`src/rtl/deal_controller.sv`:
```
// Baccarat round sequencer: deals four cards, applies the third-card rules, latches the win lights.
// Optional build macro DEAL_AUTO_RESTART_EN: restart the round after HOLD_CYCLES cycles in DONE.
`timescale 1ns/1ps
module deal_controller #(
   parameter int unsigned HOLD_CYCLES = 8
) (
   input  logic       slow_clock,
   input  logic       resetb,
   input  logic [3:0] pscore,
   input  logic [3:0] dscore,
   input  logic [3:0] pcard3,
   output logic       clr_cards,
   output logic       load_pcard1,
   output logic       load_pcard2,
   output logic       load_pcard3,
   output logic       load_dcard1,
   output logic       load_dcard2,
   output logic       load_dcard3,
   output logic       player_win_light,
   output logic       dealer_win_light
);

   // state      | meaning
   // IDLE       | clear all card registers
   // DEAL_P1    | load player card 1
   // DEAL_D1    | load banker card 1
   // DEAL_P2    | load player card 2
   // DEAL_D2    | load banker card 2
   // EVAL       | naturals / player third-card decision
   // P3         | load player card 3
   // BANK_EVAL  | banker decision using the player's third card
   // D3         | load banker card 3
   // RESULT     | compare scores, lights latched on exit
   // DONE       | lights held
   typedef enum logic [3:0] {
      IDLE, DEAL_P1, DEAL_D1, DEAL_P2, DEAL_D2, EVAL, P3, BANK_EVAL, D3, RESULT, DONE
   } state_t;

   state_t     state, state_nx;
   logic [3:0] ps, ds, v3;
   logic       banker_draw;
   logic       hold_done;
   logic [6:0] strobes;

   if (HOLD_CYCLES < 1 || HOLD_CYCLES > 255) begin : g_bad_hold
      $error("HOLD_CYCLES must be in 1..255");
   end

   assign ps = (pscore > 4'd9) ? 4'd9 : pscore;
   assign ds = (dscore > 4'd9) ? 4'd9 : dscore;
   assign v3 = (pcard3 >= 4'd10) ? 4'd0 : pcard3;

   always_comb begin
      banker_draw = 1'b0;
      case (ds)
         4'd0, 4'd1, 4'd2: banker_draw = 1'b1;
         4'd3:             banker_draw = (v3 != 4'd8);
         4'd4:             banker_draw = (v3 >= 4'd2) && (v3 <= 4'd7);
         4'd5:             banker_draw = (v3 >= 4'd4) && (v3 <= 4'd7);
         4'd6:             banker_draw = (v3 >= 4'd6) && (v3 <= 4'd7);
         default:          banker_draw = 1'b0;
      endcase
   end

`ifdef DEAL_AUTO_RESTART_EN
   logic [7:0] hold_cnt;

   // Held at zero outside DONE so it starts from 0 on every entry.
   always_ff @(posedge slow_clock) begin
      if (!resetb)
         hold_cnt <= 8'd0;
      else if (state != DONE)
         hold_cnt <= 8'd0;
      else
         hold_cnt <= hold_cnt + 8'd1;
   end

   assign hold_done = (state == DONE) && (hold_cnt == 8'(HOLD_CYCLES - 1));
`else
   assign hold_done = 1'b0;
`endif

   always_comb begin
      state_nx = state;
      case (state)
         IDLE:      state_nx = DEAL_P1;
         DEAL_P1:   state_nx = DEAL_D1;
         DEAL_D1:   state_nx = DEAL_P2;
         DEAL_P2:   state_nx = DEAL_D2;
         DEAL_D2:   state_nx = EVAL;
         EVAL: begin
            if (ps >= 4'd8 || ds >= 4'd8)
               state_nx = RESULT;
            else if (ps <= 4'd5)
               state_nx = P3;
            else
               state_nx = (ds <= 4'd5) ? D3 : RESULT;
         end
         P3:        state_nx = BANK_EVAL;
         BANK_EVAL: state_nx = banker_draw ? D3 : RESULT;
         D3:        state_nx = RESULT;
         RESULT:    state_nx = DONE;
         DONE:      state_nx = hold_done ? IDLE : DONE;
         default:   state_nx = IDLE;
      endcase
   end

   // Strobe vector order: {clr, p1, d1, p2, d2, p3, d3}
   function automatic logic [6:0] decode(input state_t s);
      case (s)
         IDLE:    return 7'b1000000;
         DEAL_P1: return 7'b0100000;
         DEAL_D1: return 7'b0010000;
         DEAL_P2: return 7'b0001000;
         DEAL_D2: return 7'b0000100;
         P3:      return 7'b0000010;
         D3:      return 7'b0000001;
         default: return 7'b0000000;
      endcase
   endfunction

   always_ff @(posedge slow_clock) begin
      if (!resetb) begin
         state            <= IDLE;
         strobes          <= 7'b1000000;
         player_win_light <= 1'b0;
         dealer_win_light <= 1'b0;
      end else begin
         state   <= state_nx;
         strobes <= decode(state_nx);
         if (state == RESULT) begin
            player_win_light <= (ps >= ds);
            dealer_win_light <= (ds >= ps);
         end else if (state_nx == IDLE) begin
            player_win_light <= 1'b0;
            dealer_win_light <= 1'b0;
         end
      end
   end

   assign {clr_cards, load_pcard1, load_dcard1, load_pcard2,
           load_dcard2, load_pcard3, load_dcard3} = strobes;

endmodule
```
`config.mk`:
```
export PLATFORM = sky130hd
export DESIGN_NAME = deal_controller
export DESIGN_NICKNAME = d
export VERILOG_FILES = /design/src/rtl/deal_controller.sv
export SDC_FILE = /design/constraint.sdc
export NUM_CORES = 1
export LEC_CHECK = 0
export ABC_AREA = 1
export CORE_UTILIZATION = 45
export CTS_BUF_LIST = sky130_fd_sc_hd__clkbuf_16
export DETAILED_ROUTE_END_ITERATION = 10
export PLACE_DENSITY = 0.75
export SYNTH_ARGS = -nofsm -noshare
export SYNTH_HDL_FRONTEND = slang
export SYNTH_SLANG_ARGS = --single-unit
```
`constraint.sdc`:
```
create_clock -name slow_clock -period 1.9 [get_ports slow_clock]
set_input_delay 0.57 -clock slow_clock [delete_from_list [all_inputs] [get_ports slow_clock]]
set_output_delay 0.57 -clock slow_clock [all_outputs]
set_load 0.01 [all_outputs]
```
# Yosys cells after proc, flatten, opt, wreduce, memory -nomap -nowiden
# Cells that the tools add are included.
# word_totals
register_bits,13
word_cells,63
in_bits,14
# classes
n_eq_ne,23
magnitude_cmp,13
n_reduce_logical,10
mux,13
# ops
op,n
$pmux W7 S7,1
$pmux W4 S10,1
$eq A4 B3 Y1 const B,9
$eq A4 B2 Y1 const B,6
$mux W4,5
$eq A4 B4 Y1 const B,4
$eq A4 B1 Y1 const B,3
$ge A4 B4 Y1 const B,3
$le A4 B3 Y1 const B,3
$logic_not A4 Y1,3
$ge A4 B3 Y1 const B,2
$ge A4 B4 Y1,2
$gt A4 B4 Y1 const B,2
$mux W1,5
$pmux W1 S5,1
$ge A4 B2 Y1 const B,1
$ne A4 B4 Y1 const B,1
$logic_and A1 B1 Y1,3
$reduce_or A3 Y1,1
$reduce_bool A2 Y1,1
$reduce_or A2 Y1,1
$logic_or A1 B1 Y1,1

# Longest topological paths before layout
# Gate-level depths: netlist of run 1.
# logic_depth
word_depth,10
ltp_mapped,10
ltp_nobuf,10

# Worst setup path after synthesis of run 1
# Ideal clock, no wire load.
# synth_path
path_type,input port to flip-flop
from,in pscore[2]
to,reg player_win_light
path_slack_ns,0.269
stages,8
arrival_time_ns,1.561
path_cell_list,o21ai_0 nand2_1 ha_1 a21oi_1 o21ai_1 o21ai_0 nand2_1 a21oi_1
# synth_between
elab_chain_cells,8
elab_cells_between_ends,12
# synth_lines
item,line,text
"start, declared",9,"input logic [3:0] pscore,"
$gt A4 B4 Y1,49,assign ps = (pscore > 4'd9) ? 4'd9 : pscore;
$mux W4 (*),49,
$le A4 B3 Y1 / $ge A4 B4 Y1 (equally long branches),"94, 92",
$mux W4 / $logic_or A1 B1 Y1 (equally long branches),"94, 92",
$mux W4,92,if (ps >= 4'd8 || ds >= 4'd8)
$pmux W4 S10,85,case (state)
$logic_not A4 Y1,134,end else if (state_nx == IDLE) begin
$reduce_bool A2 Y1 (no line),n/a,
"end signal, assigned",132,player_win_light <= (ps >= ds);
"end, declared",19,"output logic player_win_light,"
# Every way passes the cells marked *; elsewhere a longest branch is shown, timed or not.
# A chain may end at the register's enable or synchronous reset.

# Worst setup path after layout of run 1
# Ends and elaborated chain as after synthesis.

==> impl_summary.log, run 1 <==
INFO  metric status = complete, but fails checks
INFO  metric violations = DRC
INFO  metric worst_slew_margin_rel = 0.816
INFO  metric antenna_found_initial = 0
INFO  metric io_buffer_count = 22
INFO  metric drt_drc_violations_left = 1
INFO  metric syn_area = 790 um^2
INFO  metric timing.critical_path.fanout_max = 3
INFO  metric place.gp.congestion = 0.751
INFO  metric fin_hold_ws = 479 ps
INFO  metric critical_path.most_common_cell = nand2_1
INFO  metric placedCellCount = 164
INFO  metric drt-total-wl = 1790 um
INFO  metric static-leakage-power = 0.528 nW
INFO  metric syn_inst = 119
INFO  metric path_cells = clkdlybuf4s50_1 -> buf_4 -> nand2_1 -> ha_1 -> nand2_2 -> o21ai_2 -> o21ai_1 -> nand2_1 -> a21oi_2
INFO  metric clockBufferDepth = 2
INFO  metric die_h = 43.9 um
INFO  metric io_pins = 23
INFO  metric synthArstFlopShare = 0
INFO  metric synth_enable_flop_cells = 0
INFO  metric tritoncts = done
INFO  metric max-cap-violations = 0
INFO  metric clock_latency = 240 ps
INFO  metric ant_nets = 0
INFO  metric final_max_slew_viol_count = 0
INFO  metric worst_ep_arrival_time = 1940 ps
INFO  metric pre_cts_slack = -336 ps
INFO  metric post-synth-top-area-fraction = 0.330
INFO  metric detailedRoute.firstPassIterationCount = 7
INFO  metric wire_per_inst = 10.6 um
INFO  metric post_synth.cell_area_avg = 6.63 um^2
INFO  metric ir_drop = 0.000643 V
INFO  metric finalSetupViolations = 0
INFO  metric placeableCoreArea = 1580 um^2
INFO  metric drive_above_1_share = 0.289
INFO  metric critPathTopFamily = buffers and inverters
INFO  metric cp_slowest_cell = clkdlybuf4s50_1
INFO  metric timing.critical_path.buf_inv = 2
INFO  metric timing.critical_path.depth = 9
INFO  metric placement_rows = 14
INFO  metric grt_pass1_vias = 822
INFO  metric clk_transition_reported_paths = 40 ps
INFO  metric initial_utilization = 0.501
INFO  metric hpwlAfterDp = 1380 um
INFO  metric timing.final.ws_setup = 79.8 ps
INFO  metric post-route-min-period = 1820 ps
INFO  metric slew_at_the_pin_closest_to_its_max_slew_limit = 275 ps
INFO  metric postSynth.topFlopCell = dfxtp_1
INFO  metric fin_nets = 171
INFO  metric cts-htree-levels = 1
INFO  metric synth_area_leaders = dfxtp_1, nand2_1, a21oi_1, nor2_1, ha_1
INFO  metric total_gr_overflow = 0
INFO  metric maxUsedRoutingLayer = met3
INFO  metric route.layer.met1.wl = 854 um
INFO  metric worst_hold_path_cell_count = 2
INFO  metric final.period_utilization = 0.958
INFO  metric clock_skew = 0.288 ps
INFO  metric synth_top_area_cell = dfxtp_1
INFO  metric synthToLayoutAreaGrowth = 54.2%
INFO  metric syn-num-nets = 137
INFO  metric cellPowerDensity = 760 nW/um^2
INFO  metric antenna_cells = 0
INFO  metric total_power = 0.925 mW
INFO  metric worstHoldPathType = reg -> reg
INFO  metric grt_start_max_net_pins = 10
INFO  metric clock.fmax = 0.549 GHz
INFO  metric groute.usage.overall = 0.221
INFO  metric synthesis.yosys.warnings = 0
INFO  metric finalHoldViolCount = 0
INFO  metric drt_iter0_markers = 12
INFO  metric critical_path.startpoint_type = input port
INFO  metric final_cells = 168
INFO  metric worst_r2r_path_depth = 9
INFO  metric ys_types = 18
INFO  metric cp_slowest_stage_delay = 500 ps
INFO  metric cts_setup_buffers = 0
INFO  metric worst-endpoint-required = 2020 ps
INFO  metric timing_worst_setup_path_type = in -> reg
INFO  metric synth_seq_cells = 13
INFO  metric met3_wirelength = 77 um
INFO  metric met2_wirelength = 853 um
INFO  metric vias = 833
INFO  metric dieArea = 1930 um^2
INFO  metric die_x = 43.9 um
INFO  metric number_of_cts_inserted_buffers = 3
INFO  metric seq_area_frac_synth = 0.330
INFO  metric crit_path_end_kind = register
INFO  metric cts_num_sinks = 13
INFO  metric vias_per_cell = 4.96
INFO  metric cts.root.buffer_cell = clkbuf_16
INFO  metric grt_first_pass_wirelength = 3260 um
[worst register-to-register path: cells and delay by family, from the launching register on]
family,cells,cell delay [ps]
AND/OR/NAND/NOR,7,610
flip-flops,1,460
buffers and inverters,2,120
[power by group]
part,total [mW],switching [mW],internal [mW]
logic,0.232,0.125,0.107
clock network,0.381,0.105,0.276
registers,0.312,0.0182,0.293
total,0.925,0.248,0.677
[stage by stage]
stage,util,instance area [um^2],setup TNS [ps]
2_1_floorplan,-,790,0
3_3_place_gp,0.689,1090,-893
3_5_place_dp,0.689,1090,-1110
4_1_cts,0.742,1170,0
5_1_grt,0.772,1220,-24.9
6_report,0.772,1220,0
[registers in the layout (all words and copies together) (netlist names)]
name,flops
dealer_win_light,1
player_win_light,1
state,4
strobes,7
[cells in the mapped netlist (2+ instances only)]
cell and number:
nand2_1 23, nor2_1 16, dfxtp_1 13, a21oi_1 12
inv_1 12, inv_2 7, nand3_1 6, nand2_2 5
ha_1 4, nor2_2 4, o21ai_1 4, nor2_4 3
o21ai_0 3, nor3_1 2, nor4_1 2
[timing repair]
| item | in CTS | in global routing |
|---|---|---|
| hold buffers | 0 | 0 |
| resized for setup | 7 | 10 |
| pin swaps | 4 | 3 |
| cloned | 0 | 0 |
| endpoints found under the setup margin | 2 | 3 |
[routing by layer]
layer / vias to the layer above / global-route usage
li1: 445 / -
met1: 367 / 0.271
met2: 21 / 0.397
met3: 0 / 0.0625
met4: 0 / 0.0182
met5: - / 0
[logic make-up (layout without fill, tap and decap cells)]
family | after synthesis | count (layout) | share of synthesized area
and+or+nand+nor | 62 | 62 | 0.380
AOI/OAI and AO/OA | 20 | 20 | 0.132
buffers and inverters | 20 | 53 | 0.0951
adders and majority gates | 4 | 4 | 0.0634
DFF | 13 | 13 | 0.330
[layout make-up]
cell class	count	area, um^2
multi-input combinational	86	507
sequential	13	260
clock buffer	3	75.1
tap	16	20.0
timing repair buffer	30	280
fill	128	359
clock inverter	1	3.75
inverter	19	71.3
[worst paths after layout]
kind,start,to,slack (ps)
worst max-delay path,pscore[2],player_win_light,80
worst min-delay path,player_win_light,player_win_light,480
worst max register to register,state[0],strobes[1],610
worst min register to register,player_win_light,player_win_light,480
[layout by cell type, fill, tap and decap left out, types with 3 or more instances in the layout]
| cell type | n |
|---|---|
| a21oi_2 | 5 |
| nor2_2 | 4 |
| clkdlybuf4s50_1 | 19 |
| nor2_1 | 16 |
| o21ai_1 | 4 |
| nand2_1 | 21 |
| nor2_4 | 3 |
| a21oi_1 | 8 |
| dfxtp_1 | 13 |
| clkbuf_16 | 3 |
| nand2_2 | 7 |
| nand3_1 | 6 |
| inv_1 | 11 |
| inv_2 | 9 |
| buf_4 | 8 |
No activity file was read; power rests on OpenSTA's default activity.
==> inputs of run 2 (changes only) <==
--- a/config.mk
+++ b/config.mk
@@ -10,6 +10,7 @@
 export CTS_BUF_LIST = sky130_fd_sc_hd__clkbuf_16
 export DETAILED_ROUTE_END_ITERATION = 10
 export PLACE_DENSITY = 0.75
+export SKIP_CTS_REPAIR_TIMING = 1
 export SYNTH_ARGS = -nofsm -noshare
 export SYNTH_HDL_FRONTEND = slang
 export SYNTH_SLANG_ARGS = --single-unit
==> run 2 against run 1 <==
The run still ends with DRC left. Cell area is 0.62% higher. Utilization is 0.48 points higher. Global-route usage down 0.34 points. Fmax up 0.13%. Hold slack worse by 2.4 ps. Clock power about the same. Critical endpoint unchanged. Wire length rose by 0.78%. Clock skew about the same. Total power is essentially flat. Flip-flop and latch count did not move. Highest routed layer unchanged.
==> impl_summary.log, run 2 (synthesis gave the netlist of run 1 again) <==
INFO  metric drive_above_1_share = 0.276 (was 0.289)
INFO  metric timing_worst_setup_path_type = in -> reg (unchanged)
INFO  metric ir_drop = 0.000643 V (about the same)
INFO  metric violations = DRC (unchanged)
INFO  metric clock.fmax = 0.550 GHz (was 0.549 GHz)
INFO  metric worstHoldPathType = reg -> reg (unchanged)
INFO  metric layout_top_registers = strobes (7), state (4) (unchanged)
INFO  metric final_cells = 168 (unchanged)
INFO  metric path_cells = clkdlybuf4s50_1 -> o21ai_2 -> nand2_2 -> ha_4 -> a21oi_2 -> o21ai_2 -> o21ai_1 -> nand2_1 -> a21oi_2 (was clkdlybuf4s50_1 -> buf_4 -> nand2_1 -> ha_1 -> nand2_2 -> o21ai_2 -> o21ai_1 -> nand2_1 -> a21oi_2)
INFO  metric dieArea = 1930 um^2 (unchanged)
INFO  metric antenna_found_initial = 0 (unchanged)
INFO  metric crit_path_end_kind = register (unchanged)
INFO  metric finalSetupViolations = 0 (unchanged)
INFO  metric cp_slowest_stage_delay = 440 ps (was 500 ps)
INFO  metric drt_iter0_markers = 9 (was 12)
INFO  metric most-common-layout-cells = nand2_1, clkdlybuf4s50_1, nor2_1 (unchanged)
INFO  metric hpwlAfterDp = 1380 um (unchanged)
INFO  metric post-route-min-period = 1820 ps (about the same)
INFO  metric max_flop_register = strobes (unchanged)
INFO  metric fin_nets = 171 (unchanged)
INFO  metric stdcell_area = 1220 um^2 (about the same)
INFO  metric critical_path.startpoint_type = input port (unchanged)
INFO  metric detailedRoute.firstPassIterationCount = 7 (unchanged)
INFO  metric grt_setup_unrepaired = no
INFO  metric cts_num_sinks = 13 (unchanged)
INFO  metric final.period_utilization = 0.957 (was 0.958)
INFO  metric die_h = 43.9 um (unchanged)
INFO  metric slew_at_the_pin_closest_to_its_max_slew_limit = 279 ps (was 275 ps)
INFO  metric antenna_cells = 0 (unchanged)
INFO  metric grt_first_pass_wirelength = 3210 um (was 3260 um)
INFO  metric vias = 834 (was 833)
INFO  metric ant_nets = 0 (unchanged)
INFO  metric worst_ep_arrival_time = 1940 ps (about the same)
INFO  metric synthToLayoutAreaGrowth = 55.1% (was 54.2%)
INFO  metric largest_register_ff_count = 7 (unchanged)
INFO  metric number_of_cts_inserted_buffers = 3 (unchanged)
INFO  metric critPathTopFamily = compound AO/OA/AOI/OAI gates (was buffers and inverters)
INFO  metric initial_utilization = 0.501 (unchanged)
INFO  metric placeableCoreArea = 1580 um^2 (unchanged)
INFO  metric placedCellCount = 164 (unchanged)
INFO  metric placement_rows = 14 (unchanged)
INFO  metric worst_slew_margin_rel = 0.814 (was 0.816)
INFO  metric layout.cells.most_common = nand2_1 (unchanged)
INFO  metric grt_pass1_vias = 815 (was 822)
INFO  metric cp_slowest_cell = clkdlybuf4s50_1 (unchanged)
INFO  metric timing.critical_path.fanout_max = 2 (was 3)
INFO  metric final_max_slew_viol_count = 0 (unchanged)
INFO  metric timing.critical_path.buf_inv = 1 (was 2)
INFO  metric total_gr_overflow = 0 (unchanged)
INFO  metric place.gp.congestion = 0.751 (unchanged)
INFO  metric die_x = 43.9 um (unchanged)
INFO  metric cellPowerDensity = 755 nW/um^2 (was 760 nW/um^2)
INFO  metric tritoncts = done (unchanged)
INFO  metric clockBufferDepth = 2 (unchanged)
INFO  metric status = complete, but fails checks (unchanged)
INFO  metric static-leakage-power = 0.546 nW (was 0.528 nW)
INFO  metric io_pins = 23 (unchanged)
INFO  metric finalHoldViolCount = 0 (unchanged)
INFO  metric wire_per_inst = 10.7 um (was 10.6 um)
INFO  metric grt_start_max_net_pins = 10 (unchanged)
INFO  metric pre_cts_slack = -336 ps (unchanged)
INFO  metric placement_stage_cell_area = 1090 um^2 (unchanged)
INFO  metric worst-endpoint-required = 2020 ps (about the same)
INFO  metric vias_per_cell = 4.96 (about the same)
INFO  metric drt_drc_violations_left = 1 (unchanged)
INFO  metric clock_latency = 240 ps (about the same)
INFO  metric max-cap-violations = 0 (unchanged)
INFO  metric cts-htree-levels = 1 (unchanged)
INFO  metric io_buffer_count = 22 (unchanged)
INFO  metric cts.root.buffer_cell = clkbuf_16 (unchanged)
INFO  metric groute.usage.overall = 0.217 (was 0.221)
INFO  metric fin_hold_ws = 477 ps (was 479 ps)
INFO  metric clock_skew = 0.286 ps (was 0.288 ps)
INFO  metric drt-total-wl = 1800 um (was 1790 um)
INFO  metric timing.final.ws_setup = 82.2 ps (was 79.8 ps)
INFO  metric clk_transition_reported_paths = 40 ps (about the same)
[run 2: cell types whose count changed in the layout (fill, tap and decap cells not counted)]
cell	delta
dlygate4sd2_1	-2
dlymetal6s2s_1	+2
inv_1	+2
inv_2	-2
[run 2: final timing paths]
check / cells after the start / end / slack [ps] / start
worst max-delay path: 9 / player_win_light / 80 / pscore[2]
worst max register to register: 9 / strobes[1] / 610 / state[2]
worst min-delay path: 2 / player_win_light / 480 / player_win_light
worst min register to register: 2 / player_win_light / 480 / player_win_light
[run 2: area by class of cell]
type / count / area [um^2]
Timing Repair Buffer: 30 / 288
Clock buffer: 3 / 75.1
Inverter: 19 / 71.3
Clock inverter: 1 / 3.75
Sequential cell: 13 / 260
Multi-Input combinational cell: 86 / 507
Fill cell: 130 / 352
Tap cell: 16 / 20.0
[run 2: tightest hold or removal path, delay by kind of cell, from the launching register on]
kind | cells | cell delay, ps
and+or+nand+nor | 1 | 80
DFF | 1 | 300
AOI/OAI and AO/OA | 1 | 50
[run 2: power breakdown]
group / internal [mW] / switching [mW] / leakage, nW
logic: 0.107 / 0.124 / 0.397
registers: 0.293 / 0.0183 / 0.106
clock network: 0.276 / 0.105 / 0.0423
total: 0.677 / 0.248 / 0.546
[run 2: stage by stage]
stage	utilization	total power [mW]	TNS, ps
floorplan	-	0.439	0
finish	0.777	0.925	0
global route	0.777	0.972	0
CTS	0.739	0.911	-170
global placement	0.689	0.521	-893
detailed placement	0.689	0.526	-1110
[run 2: routing by layer]
layer | wire, um | GRT usage
met1 | 838 | 0.266
met2 | 877 | 0.391
met3 | 83 | 0.0625
met4 | 0 | 0.0182
met5 | 0 | 0
